<file path="src/rtl/screen_pkg.sv">
// Shared constants, state encoding and address helper for the Hack screen scanout.
package screen_pkg;

    localparam int SCREEN_BASE = 16384;
    localparam int ROW_WORDS   = 32;
    localparam int ROWS        = 256;
    localparam int ADDR_W      = 13;

    localparam int ROW_W  = $clog2(ROWS + 1);
    localparam int WCNT_W = $clog2(ROW_WORDS + 1);

    localparam logic [ROW_W-1:0]  ROW_LIMIT  = ROW_W'(ROWS);
    localparam logic [WCNT_W-1:0] WCNT_LIMIT = WCNT_W'(ROW_WORDS);

    typedef enum logic [1:0] {
        ST_IDLE    = 2'd0,
        ST_REQ     = 2'd1,
        ST_DISCARD = 2'd2
    } scan_state_e;

    // Only called with row < ROWS and col < ROW_WORDS, so the result never wraps.
    function automatic logic [ADDR_W-1:0] word_addr(input logic [ROW_W-1:0]  row,
                                                    input logic [WCNT_W-1:0] col);
        return ADDR_W'(int'(row) * ROW_WORDS + int'(col));
    endfunction

endpackage

</file>
<file path="src/rtl/screen_shifter.sv">
// 16-bit load/shift register with bit count; bit 0 is the next pixel out.
module screen_shifter
    import screen_pkg::*;
(
    input  logic        clk,
    input  logic        reset_n,
    input  logic        flush_i,
    input  logic        load_i,
    input  logic [15:0] load_data_i,
    input  logic        shift_i,
    output logic        bit0_o,
    output logic        empty_o,
    output logic        last_o
);

    logic [15:0] data_q;
    logic [4:0]  count_q;

    always_ff @(posedge clk) begin
        if (!reset_n) begin
            data_q  <= '0;
            count_q <= '0;
        end else if (flush_i) begin
            data_q  <= '0;
            count_q <= '0;
        end else if (load_i) begin
            data_q  <= load_data_i;
            count_q <= 5'd16;
        end else if (shift_i && count_q != 5'd0) begin
            data_q  <= data_q >> 1;
            count_q <= count_q - 5'd1;
        end
    end

    assign bit0_o  = data_q[0];
    assign empty_o = (count_q == 5'd0);
    assign last_o  = (count_q == 5'd1);

endmodule

</file>
<file path="src/rtl/screen_scanout.sv">
// Screen RAM reader: fetches words by req/ack and serialises one pixel per consumed pix_ce.
// Build option: define SCREEN_INVERT_EN to output inverted pixels (blank pixels then read 1).
//   state   | meaning
//   IDLE    | no read outstanding
//   REQ     | read outstanding, data will be kept
//   DISCARD | read outstanding across a line/frame start, data will be dropped
module screen_scanout
    import screen_pkg::*;
(
    input  logic              clk,
    input  logic              reset_n,
    input  logic              pix_ce,
    input  logic              frame_start,
    input  logic              line_start,
    input  logic              active,
    output logic              rd_req,
    output logic [ADDR_W-1:0] rd_addr,
    input  logic              rd_ack,
    input  logic [15:0]       rd_data,
    output logic              pix_out,
    output logic              pix_valid,
    output logic              underrun
);

`ifdef SCREEN_INVERT_EN
    localparam logic PIX_INV = 1'b1;
`else
    localparam logic PIX_INV = 1'b0;
`endif

    scan_state_e       state_q;
    logic [ROW_W-1:0]  row_q;
    logic [WCNT_W-1:0] wcnt_q;
    logic              first_line_q;
    logic              rd_req_q;
    logic [ADDR_W-1:0] rd_addr_q;
    logic [15:0]       holder_q;
    logic              hold_full_q;
    logic              pix_out_q;
    logic              pix_valid_q;
    logic              underrun_q;

    logic frame_ev, line_ev, consume, row_valid;
    logic sh_bit, sh_empty, sh_last, sh_load, sh_shift;
    logic [15:0] sh_load_data;
    logic take_ack, ack_to_shifter, ack_to_holder, hold_to_shifter;

    // frame_start also flushes the line, so it counts as a line event here.
    assign frame_ev  = pix_ce & frame_start;
    assign line_ev   = pix_ce & (line_start | frame_start);
    assign consume   = pix_ce & active;
    assign row_valid = (row_q < ROW_LIMIT);

    assign take_ack        = (state_q == ST_REQ) & rd_ack & ~line_ev;
    assign ack_to_shifter  = take_ack & sh_empty;
    assign ack_to_holder   = take_ack & ~sh_empty;
    assign sh_shift        = consume & ~sh_empty;
    assign hold_to_shifter = hold_full_q & (sh_empty | (sh_shift & sh_last));
    assign sh_load         = ack_to_shifter | hold_to_shifter;
    assign sh_load_data    = hold_to_shifter ? holder_q : rd_data;

    screen_shifter u_shifter (
        .clk         (clk),
        .reset_n     (reset_n),
        .flush_i     (line_ev),
        .load_i      (sh_load),
        .load_data_i (sh_load_data),
        .shift_i     (sh_shift),
        .bit0_o      (sh_bit),
        .empty_o     (sh_empty),
        .last_o      (sh_last)
    );

    always_ff @(posedge clk) begin
        if (!reset_n) begin
            state_q      <= ST_IDLE;
            row_q        <= '0;
            wcnt_q       <= '0;
            first_line_q <= 1'b0;
            rd_req_q     <= 1'b0;
            rd_addr_q    <= '0;
        end else begin
            if (frame_ev) begin
                row_q        <= '0;
                first_line_q <= ~line_start;
            end else if (line_ev) begin
                first_line_q <= 1'b0;
                if (first_line_q)
                    row_q <= '0;
                else if (row_valid)
                    row_q <= row_q + ROW_W'(1);
            end

            if (line_ev)
                wcnt_q <= '0;
            else if (take_ack && wcnt_q < WCNT_LIMIT)
                wcnt_q <= wcnt_q + WCNT_W'(1);

            case (state_q)
                ST_IDLE: begin
                    if (!line_ev && !hold_full_q && wcnt_q < WCNT_LIMIT && row_valid) begin
                        state_q   <= ST_REQ;
                        rd_req_q  <= 1'b1;
                        rd_addr_q <= word_addr(row_q, wcnt_q);
                    end
                end
                ST_REQ: begin
                    if (rd_ack) begin
                        state_q  <= ST_IDLE;
                        rd_req_q <= 1'b0;
                    end else if (line_ev) begin
                        state_q <= ST_DISCARD;
                    end
                end
                ST_DISCARD: begin
                    if (rd_ack) begin
                        state_q  <= ST_IDLE;
                        rd_req_q <= 1'b0;
                    end
                end
                default: begin
                    state_q  <= ST_IDLE;
                    rd_req_q <= 1'b0;
                end
            endcase
        end
    end

    always_ff @(posedge clk) begin
        if (!reset_n) begin
            holder_q    <= '0;
            hold_full_q <= 1'b0;
        end else if (line_ev) begin
            hold_full_q <= 1'b0;
        end else if (ack_to_holder) begin
            holder_q    <= rd_data;
            hold_full_q <= 1'b1;
        end else if (hold_to_shifter) begin
            hold_full_q <= 1'b0;
        end
    end

    // Blank rows are quiet; a starved visible row flags underrun.
    always_ff @(posedge clk) begin
        if (!reset_n) begin
            pix_out_q   <= 1'b0;
            pix_valid_q <= 1'b0;
            underrun_q  <= 1'b0;
        end else begin
            pix_valid_q <= consume;
            if (consume) begin
                if (!row_valid || sh_empty)
                    pix_out_q <= PIX_INV;
                else
                    pix_out_q <= sh_bit ^ PIX_INV;
            end
            if (frame_ev)
                underrun_q <= 1'b0;
            else if (consume && row_valid && sh_empty)
                underrun_q <= 1'b1;
        end
    end

    assign rd_req    = rd_req_q;
    assign rd_addr   = rd_addr_q;
    assign pix_out   = pix_out_q;
    assign pix_valid = pix_valid_q;
    assign underrun  = underrun_q;

endmodule

</file>
<file path="config.mk">
export PLATFORM = sky130hd
export DESIGN_NAME = screen_scanout
export DESIGN_NICKNAME = d
export VERILOG_FILES = /design/src/rtl/screen_pkg.sv /design/src/rtl/screen_shifter.sv /design/src/rtl/screen_scanout.sv
export SDC_FILE = /design/constraint.sdc
export NUM_CORES = 1
export LEC_CHECK = 0
export BUFFER_PORTS_ARGS = -buffer_cell sky130_fd_sc_hd__buf_4
export CORE_AREA = 2 2 68 118
export DETAILED_ROUTE_END_ITERATION = 10
export DIE_AREA = 0 0 70 120
export PLACE_DENSITY = 0.76
export SKIP_CTS_REPAIR_TIMING = 1
export SYNTH_ARGS = -nofsm -noshare
export SYNTH_HDL_FRONTEND = slang
export SYNTH_HIERARCHICAL = 1
export SYNTH_SLANG_ARGS = --single-unit
</file>
<file path="constraint.sdc">
create_clock -name clk -period 5.6 [get_ports clk]
set_input_delay 1.12 -clock clk [delete_from_list [all_inputs] [get_ports clk]]
set_output_delay 1.12 -clock clk [all_outputs]
set_load 0.005 [all_outputs]
</file>
# Word-level counts from Yosys, hierarchy flattened
# Index checks and enable logic that the tools add are counted.
totals:
  ram_bits: 0
  input_bits: 23
  output_inout_bits: 17
  rom_bits: 0
  mem_count: 0
  latchBits: 0
  register_bits: 73
  word_cells: 91
classes:
  shift: 0
  n_bitwise: 17
  mul: 0
  reduce_logical: 27
  n_eq_ne: 7
  n_addsub: 4
  order_cmp: 2
  n_mux: 20
  div_mod_pow: 0
op_table:
  columns: ["op", "n"]
  rows:
  - ["16-bit two-way mux", 3]
  - ["9-bit two-way mux", 2]
  - ["13-bit by 6-bit adder with 13-bit output", 1]
  - ["1-bit bitwise AND", 10]
  - ["5-bit two-way mux", 2]
  - ["9-bit by 1-bit adder with 9-bit output, second input constant", 1]
  - ["9-bit < comparator, second input constant", 1]
  - ["2-bit two-way mux", 4]
  - ["2-bit AND reduction", 4]
  - ["2-bit nonzero test", 4]
  - ["1-bit logical AND", 7]
  - ["1-bit two-way mux", 7]
  - ["6-bit by 1-bit adder with 6-bit output, second input constant", 1]
  - ["6-bit < comparator, second input constant", 1]
  - ["2-bit case mux with 3 select lines", 1]
  - ["2-bit OR reduction", 3]
  - ["5-bit by 1-bit equality test with 1-bit output, second input constant", 1]
  - ["5-bit logical NOT", 1]
  - ["5-bit nonzero test", 1]
  - ["5-bit by 1-bit subtractor with 5-bit output, second input constant", 1]
  - ["2-bit inequality test, second input constant", 2]
  - ["1-bit inverter", 4]
  - ["1-bit logical NOT", 3]
  - ["3-bit inequality test, second input constant", 1]
  - ["other kinds (9)", 11]

# Logic depth before layout (Yosys ltp)
# Gate-level depths: netlist (run 1).
logic_depth:
  ltp_word: 8
  ltp_mapped: 16
  ltp_nobuf: 10

# Modules after synthesis
# The synthesis (run 1) kept the hierarchy.
by_module_without_submodules:
  columns: ["module", "seq_area_each_um2", "area_per_inst_um2", "cells_each", "n_inst"]
  rows:
  - ["screen_scanout", 1041.0, 2521.2, 268, 1]
  - ["screen_shifter", 420.4, 1096.1, 123, 1]

# Worst setup path before layout (run 1)
# OpenSTA, ideal clock, no wires.
synth_timing:
  path_type: "register -> register"
  startpoint: "reg u_shifter.count_q[0]"
  endpoint: "reg u_shifter.data_q[4]"
  arrival_time_ns: 2.709
  n_path_buf: 7
  setup_ns: 0.095
  required_time_ns: 5.505
  stages_incl_launch_ff: 17
  slack_ns: 2.796
  synth_period_minus_slack_ns: 2.804
  cell_sequence: "dfxtp_1 > inv_1 > ha_1 > or4b_1 > buf_6 > inv_4 > buf_12 > buf_12 > a31oi_1 > nand2b_1 > buf_2 > buf_6 > nand2_1 > clkbuf_1 > clkbuf_1 > a31oi_1 > a221oi_1"
synth_via:
  elab_chain_cells: 8
  elab_cells_between_ends: 14
  classes_between: "eq/ne (1); mux (2); bitwise (7); reduce/logical (4)"
synth_rtl:
  columns: ["element", "line", "text"]
  rows:
  - ["start, declared", "screen_shifter.sv:17", "logic [4:0] count_q;"]
  - ["start signal, assigned", "screen_shifter.sv:31", "count_q <= count_q - 5'd1;"]
  - ["5-bit logical NOT (*)", "screen_shifter.sv:36", "assign empty_o = (count_q == 5'd0);"]
  - ["named net sh_empty", "screen_scanout.sv:44", "logic sh_bit, sh_empty, sh_last, sh_load, sh_shift;"]
  - ["1-bit inverter", "screen_scanout.sv:57", "assign sh_shift = consume & ~sh_empty;"]
  - ["1-bit bitwise AND", "screen_scanout.sv:57", null]
  - ["1-bit bitwise AND", "screen_scanout.sv:58", "assign hold_to_shifter = hold_full_q & (sh_empty | (sh_shift & sh_last));"]
  - ["1-bit bitwise OR", "screen_scanout.sv:58", null]
  - ["1-bit bitwise AND", "screen_scanout.sv:58", null]
  - ["1-bit bitwise OR (*)", "screen_scanout.sv:59", "assign sh_load = ack_to_shifter | hold_to_shifter;"]
  - ["named net sh_load", "screen_scanout.sv:44", null]
  - ["16-bit two-way mux or 2-bit nonzero test (tied branches)", null, null]
  - ["end signal, assigned", "screen_shifter.sv:27", "data_q <= load_data_i;"]
  - ["end signal, assigned", "screen_shifter.sv:30", "data_q <= data_q >> 1;"]
  - ["end, declared", "screen_shifter.sv:16", "logic [15:0] data_q;"]
# The timed path passes the listed nets; every way through them passes the cells marked *.
# A chain may end at the register's enable or synchronous reset.

# Final worst setup path (run 1)
layout_timing:
  startpoint: "reg u_shifter.count_q[0]"
  endpoint: "reg u_shifter.count_q[1]"
layout_via:
  elab_chain_cells: 8
  elab_cells_between_ends: 13
  classes_between: "add/sub (1); eq/ne (1); bitwise (7); reduce/logical (4)"
layout_rtl:
  columns: ["element", "line"]
  rows:
  - ["5-bit logical NOT (*)", "screen_shifter.sv:36"]
  - ["named net sh_empty", "screen_scanout.sv:44"]
  - ["1-bit inverter", "screen_scanout.sv:57"]
  - ["1-bit bitwise AND", "screen_scanout.sv:57"]
  - ["1-bit bitwise AND", "screen_scanout.sv:58"]
  - ["1-bit bitwise OR", "screen_scanout.sv:58"]
  - ["1-bit bitwise AND", "screen_scanout.sv:58"]
  - ["1-bit bitwise OR (*)", "screen_scanout.sv:59"]
  - ["named net sh_load", "screen_scanout.sv:44"]
  - ["3-bit OR reduction (no line) (*)", null]
# Marks and branches as above.

==> results of run 1 <==
-- through the flow --
| step | total power [W] | area, sq um | hold slack (ns) | instances | utilization |
|---|---|---|---|---|---|
| 6_report | 0.00130 | 4200 | 0.462 | 509 | 0.562 |
| 5_1_grt | 0.00135 | 4200 | 0.490 | 509 | 0.562 |
| 4_1_cts | 0.00132 | 4200 | 0.469 | 509 | 0.562 |
| 3_5_place_dp | 0.000673 | 3850 | 0.461 | 493 | 0.517 |
| 3_3_place_gp | 0.000669 | 3850 | 0.450 | 493 | 0.517 |
| 2_1_floorplan | 0.000633 | 3620 | 0.451 | 391 | - |
-- cell type report --
| cell class | count | area, sq um | share of cell area |
|---|---|---|---|
| inverter | 23 | 88.8 | 0.0212 |
| multi-input combinational | 267 | 1880 | 0.448 |
| clock buffer | 12 | 267 | 0.0635 |
| sequential | 73 | 1460 | 0.348 |
| clock inverter | 4 | 73.8 | 0.0176 |
| tap | 88 | 110 | 0.0262 |
| timing repair buffer | 42 | 315 | 0.0752 |
-- Yosys cell counts (8+ instances only) --
master	number	area [sq um]
nand2_1	30	113
nand3_1	8	40.0
mux2_2	16	180
nor2_1	29	109
buf_2	9	45.0
dfxtp_1	73	1460
a21oi_1	12	60.1
mux2i_1	17	170
o21ai_0	13	65.1
nor2b_1	22	138
ha_1	9	113
clkbuf_1	12	45.0
o21ai_1	9	45.0
inv_1	21	78.8
xnor2_1	13	114
a221oi_1	9	78.8
a31oi_1	18	113
-- how the worst max path moves through the flow --
stage	endpoint	slack, ns
finish	u_shifter/count_q[1]	1.52
global route	u_shifter/count_q[1]	1.12
global placement	u_shifter/count_q[1]	1.74
CTS	u_shifter/count_q[1]	1.54
floorplan	u_shifter/data_q[4]	2.80
detailed placement	u_shifter/count_q[1]	1.54
-- power groups by stage --
stage	combinational (W)	sequential [W]	clock, W
floorplan	0.0000789	0.000554	0
global placement	0.000114	0.000555	0
detailed placement	0.000117	0.000555	0
CTS	0.000118	0.000544	0.000656
global route	0.000130	0.000546	0.000678
finish	0.000117	0.000545	0.000642
-- layer usage --
metal	GRT usage	routed length (um)	vias up
met2	0.355	4280	70
li1	-	-	1433
met4	0.119	278	0
met1	0.207	3050	1367
met3	0.0462	241	21
met5	0	0	-
-- cells by family after synthesis --
| logic type | count (synthesis) | synth area share |
|---|---|---|
| and+or+nand+nor | 118 | 0.170 |
| AOI/OAI and AO/OA | 90 | 0.180 |
| DFF | 73 | 0.404 |
| buffers and inverters | 51 | 0.0764 |
| muxes | 33 | 0.0969 |
| xor gates and xnor gates | 17 | 0.0412 |
| adders and majority gates | 9 | 0.0311 |
-- sequential cells by signal (all words and copies together), names as in the netlist --
register,cells
rd_req,1
rd_addr,13
u_shifter/data_q,16
row_q,9
underrun,1
hold_full_q,1
wcnt_q,6
state_q,2
pix_out,1
holder_q,16
u_shifter/count_q,5
first_line_q,1
pix_valid,1
-- worst reg2reg max path: cells and delay by family (launching register included) --
family                   cells  cell delay (ns)
AO/OA/AOI/OAI                2             0.49
adder cells (fa/ha/maj)      1             0.22
buffers and inverters        2             0.32
flip-flops                   1             0.36
AND/OR/NAND/NOR              4             2.59
==> results.toml, run 1 <==
[critical_path]
critPathSlowestCell = "nand2_1"
crit_type = "reg2reg"
crit_start = "u_shifter/count_q[0]"
crit_chain = "inv_1, ha_1, or4b_1, inv_4, a31oi_1, nand2b_1, nand2_1, or2_2, a311oi_1"
r2r-end = "u_shifter/count_q[1]"
critPathArrivalTime_ns = 4.32
r2r_setup_slack_ns = 1.52
cp_top_family = "simple AND/OR/NAND/NOR gates"
crit_path_end_kind = "flip-flop"
cp_num_cells = 9
cp_max_fo = 25
crit_buf_inv = 2
crit_required_ns = 5.85
worstSetupStartpointType = "flip-flop"
cpPeakStageDelay_ns = 0.72
worstRegToRegCells = 9
timing.rr.start = "u_shifter/count_q[0]"

[floorplanning]
io_pins = 40
die_w_um = 70
die-area_sq_mm = 0.00840
fp.coreArea_sq_mm = 0.00746
initial_core_util = 0.485
fp.dieH_um = 120
num_rows = 42

[timing]
max_freq_mhz = 245
clock_skew_ns = 0.00593
fin_crit_sh = 0.728
slew_viol_final = 0
rsz0062_at_grt = "no"
tightest_slew_ns = 0.823
setup_ws_ns = 1.52
finalSetupViolations = 0
fin_crit_ns = 4.08
slew_headroom = 0.452
hold_viol_final = 0
fin_tns_setup_ns = 0

[drt]
first_iter_violations = 171
totalWireLength_um = 7850
final_antenna_net_count = 0
vias_per_cell = 5.68
dr_total_vias = 2891
drt-pass1-iter-count = 4
drc = 0
avgRoutedWirePerCell_um = 15.4

[worst_hold_path]
hold_path_end = "rd_addr[1]"
min_path_cells = 2
hp-class = "reg2reg"
hp-start = "rd_addr[1]"

[synth]
ys_seq_area_frac = 0.404
ys.flop_type = "dfxtp_1"
async_flop_share = 0
synthCells = 391
synthesis.area_sq_mm = 0.00362
yosys_warnings = 6
synth_edf_count = 0
avgSynthCellArea_sq_um = 9.25
synthesis.nets = 423
synth-seq-cells = 73
synthDistinctLibCells = 53

[cts]
clockRootBuffer = "clkbuf_16"
cts_tree = "done"
cts_made_buffers = 9
h-tree-depth = 3
numClockSinks = 73
clock_path_buffers = 2
worstSkewPairLatency_ns = 0.34
clk_pin_slew_ns = 0.06

[pwr]
p_sw_w = 0.000292
ir_drop_uv = 219
p_per_area_mw_per_mm2 = 311
comb_power_share = 0.090
pwr-share-seq = 0.418
p_int_w = 0.00101
power_frac_clock = 0.493
p_leak_nw = 1.58
switching_share = 0.224

[final_layout]
drive_gt1_frac = 0.214
area_delta_synth_final_pct = 16.0
final_cell_mix = "73 x dfxtp_1, 42 x buf_4, 30 x nand2_1"
final_common_cell = "dfxtp_1"
n_fill_cell = 663
fin_nets = 448
num_antenna_cells = 0

[placement]
pre_cts_ws_ns = 1.54
routabilityCongestion = 0.747
place.port_buffers = 39
hpwl_um = 5470

[grt]
grt_pass1_vias = 2902
grt-ovfl-total = 0
grt_max_degree = 40
grt_first_pass_wirelength_um = 13100
grt.total_usage = 0.199
antenna_found_initial = 0

[outcome]
outcome = "completed"

[job]
cap_violations = 0
(Power assumes the default switching activity.)
==> inputs of run 2 (changes only) <==
--- a/config.mk
+++ b/config.mk
@@ -5,10 +5,11 @@
 export SDC_FILE = /design/constraint.sdc
 export NUM_CORES = 1
 export LEC_CHECK = 0
+export ABC_AREA = 1
 export BUFFER_PORTS_ARGS = -buffer_cell sky130_fd_sc_hd__buf_4
-export CORE_AREA = 2 2 68 118
+export CORE_AREA = 2 2 69 120
 export DETAILED_ROUTE_END_ITERATION = 10
-export DIE_AREA = 0 0 70 120
+export DIE_AREA = 0 0 71 122
 export PLACE_DENSITY = 0.76
 export SKIP_CTS_REPAIR_TIMING = 1
 export SYNTH_ARGS = -nofsm -noshare
==> constraint.sdc (replaced) <==
create_clock -name clk -period 3.8 [get_ports clk]
set_input_delay 0.76 -clock clk [delete_from_list [all_inputs] [get_ports clk]]
set_output_delay 0.76 -clock clk [all_outputs]
set_load 0.005 [all_outputs]
==> run 2 against run 1 <==
Clock-buffer cell count increased by 1. Register-to-register slack lost 0.46 ns. Final cell count rose by 24%. Total power rose by 50%. Sequential share of layout area fell by 1.0 points. Worst setup slack got worse by 0.46 ns. Synthesized cell count rose by 29%. Clock skew up 0.0019 ns. Critical endpoint is now u_shifter/data_q[0]. Largest power group unchanged. Highest routed layer unchanged.
==> results.toml, run 2 <==
[pwr]
ir_drop_uv = 289
p_per_area_mw_per_mm2 = 451
p_total_w = 0.00195
p_leak_nw = 1.80

[floorplanning]
initial_core_util = 0.482
die_w_um = 71
fp.dieH_um = 122
io_pins = 40
die-area_sq_mm = 0.00866
fp.coreArea_sq_mm = 0.00780
num_rows = 43

[cts]
h-tree-depth = 3
clock_path_buffers = 2
cts_made_buffers = 9
clk_pin_slew_ns = 0.06
cts_tree = "done"
worstSkewPairLatency_ns = 0.34
numClockSinks = 73
clockRootBuffer = "clkbuf_16"

[critical_path]
timing.rr.start = "u_shifter/count_q[0]"
worstSetupStartpointType = "flip-flop"
cp_max_fo = 34
crit_required_ns = 4.01
crit_type = "reg2reg"
crit_path_end_kind = "flip-flop"
crit_start = "u_shifter/count_q[0]"
critPathArrivalTime_ns = 2.95
r2r_setup_slack_ns = 1.06

[synth]
synthesis.nets = 538
synthCells = 506
yosys_warnings = 6
synth_area_leaders = "dfxtp_1 39%, nand2_1 12%, a21oi_1 5.7%"
async_flop_share = 0
synthesis.area_sq_mm = 0.00376
yosysTopAreaCell = "dfxtp_1"
synth_edf_count = 0
synth_top_area_frac = 0.389
synth-seq-cells = 73
synthDistinctLibCells = 37
yosysMostFrequentCell = "nand2_1"
avgSynthCellArea_sq_um = 7.43
ys_seq_area_frac = 0.389
ys.flop_type = "dfxtp_1"
ys_top_cells_by_count = "121 x nand2_1, 73 x dfxtp_1, 52 x inv_1, 51 x nor2_1, 43 x a21oi_1"

[grt]
grt_use_met3 = 0.0372
met2_usage = 0.359
grtUsageMet1 = 0.193
grt-ovfl-total = 0
antenna_found_initial = 0
grt_max_degree = 35
grt_first_pass_wirelength_um = 13300
grt.total_usage = 0.193
grt_pass1_vias = 3150
busiest_layer = "met2"

[drt]
dr_total_vias = 3279
vias_per_cell = 5.19
drt-pass1-iter-count = 4
totalWireLength_um = 7920
first_iter_violations = 236
avgRoutedWirePerCell_um = 12.5
drc = 0
final_antenna_net_count = 0

[timing]
slew_headroom = 0.605
finalSetupViolations = 0
clock_skew_ns = 0.00785
fin_tns_setup_ns = 0
hold_viol_final = 0
fin_crit_ns = 2.74
rsz0062_at_grt = "no"
tightest_slew_ns = 0.591
fin_crit_sh = 0.721
max_freq_mhz = 365
slew_viol_final = 0

[final_layout]
drive_gt1_frac = 0.201
final_util = 0.554
final_common_cell = "nand2_1"
final_cell_mix = "121 x nand2_1, 73 x dfxtp_1, 52 x inv_1"
area_delta_synth_final_pct = 14.9
fin_nets = 569
num_antenna_cells = 0

[placement]
hpwl_um = 5610
place.port_buffers = 39
routabilityCongestion = 0.815

[worst_hold_path]
hp-start = "holder_q[11]"
hp-class = "reg2reg"

[job]
cap_violations = 0

[outcome]
outcome = "completed"
run 2: changes by cell type in the layout (fill, tap and decap cells not counted), moves of 12 or more:
| cell | delta |
|---|---|
| a21oi_1 | +31 |
| a31oi_1 | -18 |
| inv_1 | +31 |
| mux2_2 | -16 |
| mux2i_1 | -17 |
| nand2_1 | +91 |
| nand3_1 | +17 |
| nor2_1 | +22 |
| nor2b_1 | -22 |
| o21ai_1 | +12 |
run 2: path summary, 6_finish.rpt:
path / depth (start not counted) / endpoint
worst min-delay path: 2 / holder_q[11]
worst max register to register: 13 / u_shifter/data_q[0]
worst min register to register: 2 / holder_q[11]
worst max-delay path: 13 / u_shifter/data_q[0]
run 2: per-stage QoR:
stage | area, sq um | cells | setup WS [ns] | hold slack (ns)
2_1_floorplan | 3760 | 506 | 1.50 | 0.431
3_3_place_gp | 4010 | 616 | 1.16 | 0.439
3_5_place_dp | 4010 | 616 | 1.08 | 0.444
4_1_cts | 4320 | 632 | 1.07 | 0.453
5_1_grt | 4320 | 632 | 0.828 | 0.474
6_report | 4320 | 632 | 1.06 | 0.450
run 2: critical path, stage by stage (launching register included):
cell and delay, ns:
dfxtp_1 0.39, inv_1 0.08, ha_1 0.26, nand3_4 0.13, inv_1 0.09, inv_1 0.20
nand2_1 0.10, nand2_2 0.07, o21ai_0 0.07, buf_4 0.21, inv_2 0.46, nand2_2 0.32
nand2_1 0.14, a21oi_1 0.07
run 2: cell families after synthesis:
kind of cell             count (synthesis)  share of synthesized area
XOR/XNOR                                 6                     0.0140
AO/OA/AOI/OAI                          107                      0.162
adder cells (fa/ha/maj)                  9                     0.0299
flip-flops                              73                      0.389
buffers and inverters                   77                      0.104
AND/OR/NAND/NOR                        234                      0.302
run 2: report_power, final:
part / switching [W] / total, W / internal (W)
logic: 0.000144 / 0.000244 / 0.000100
clock network: 0.000323 / 0.000887 / 0.000564
registers: 0.0000197 / 0.000818 / 0.000798
total: 0.000487 / 0.00195 / 0.00146
run 2: layout make-up:
class / instances / area, sq um
fill: 729 / 3480
clock buffer: 13 / 270
timing repair buffer: 41 / 308
tap: 90 / 113
sequential: 73 / 1460
multi-input combinational: 356 / 1910
inverter: 56 / 214
clock inverter: 3 / 47.5
run 2: routing by layer:
layer  share of wire  routed length, um
met1            0.38               2980
met2            0.55               4350
met3           0.040                320
met4           0.034                267
met5               0                  0
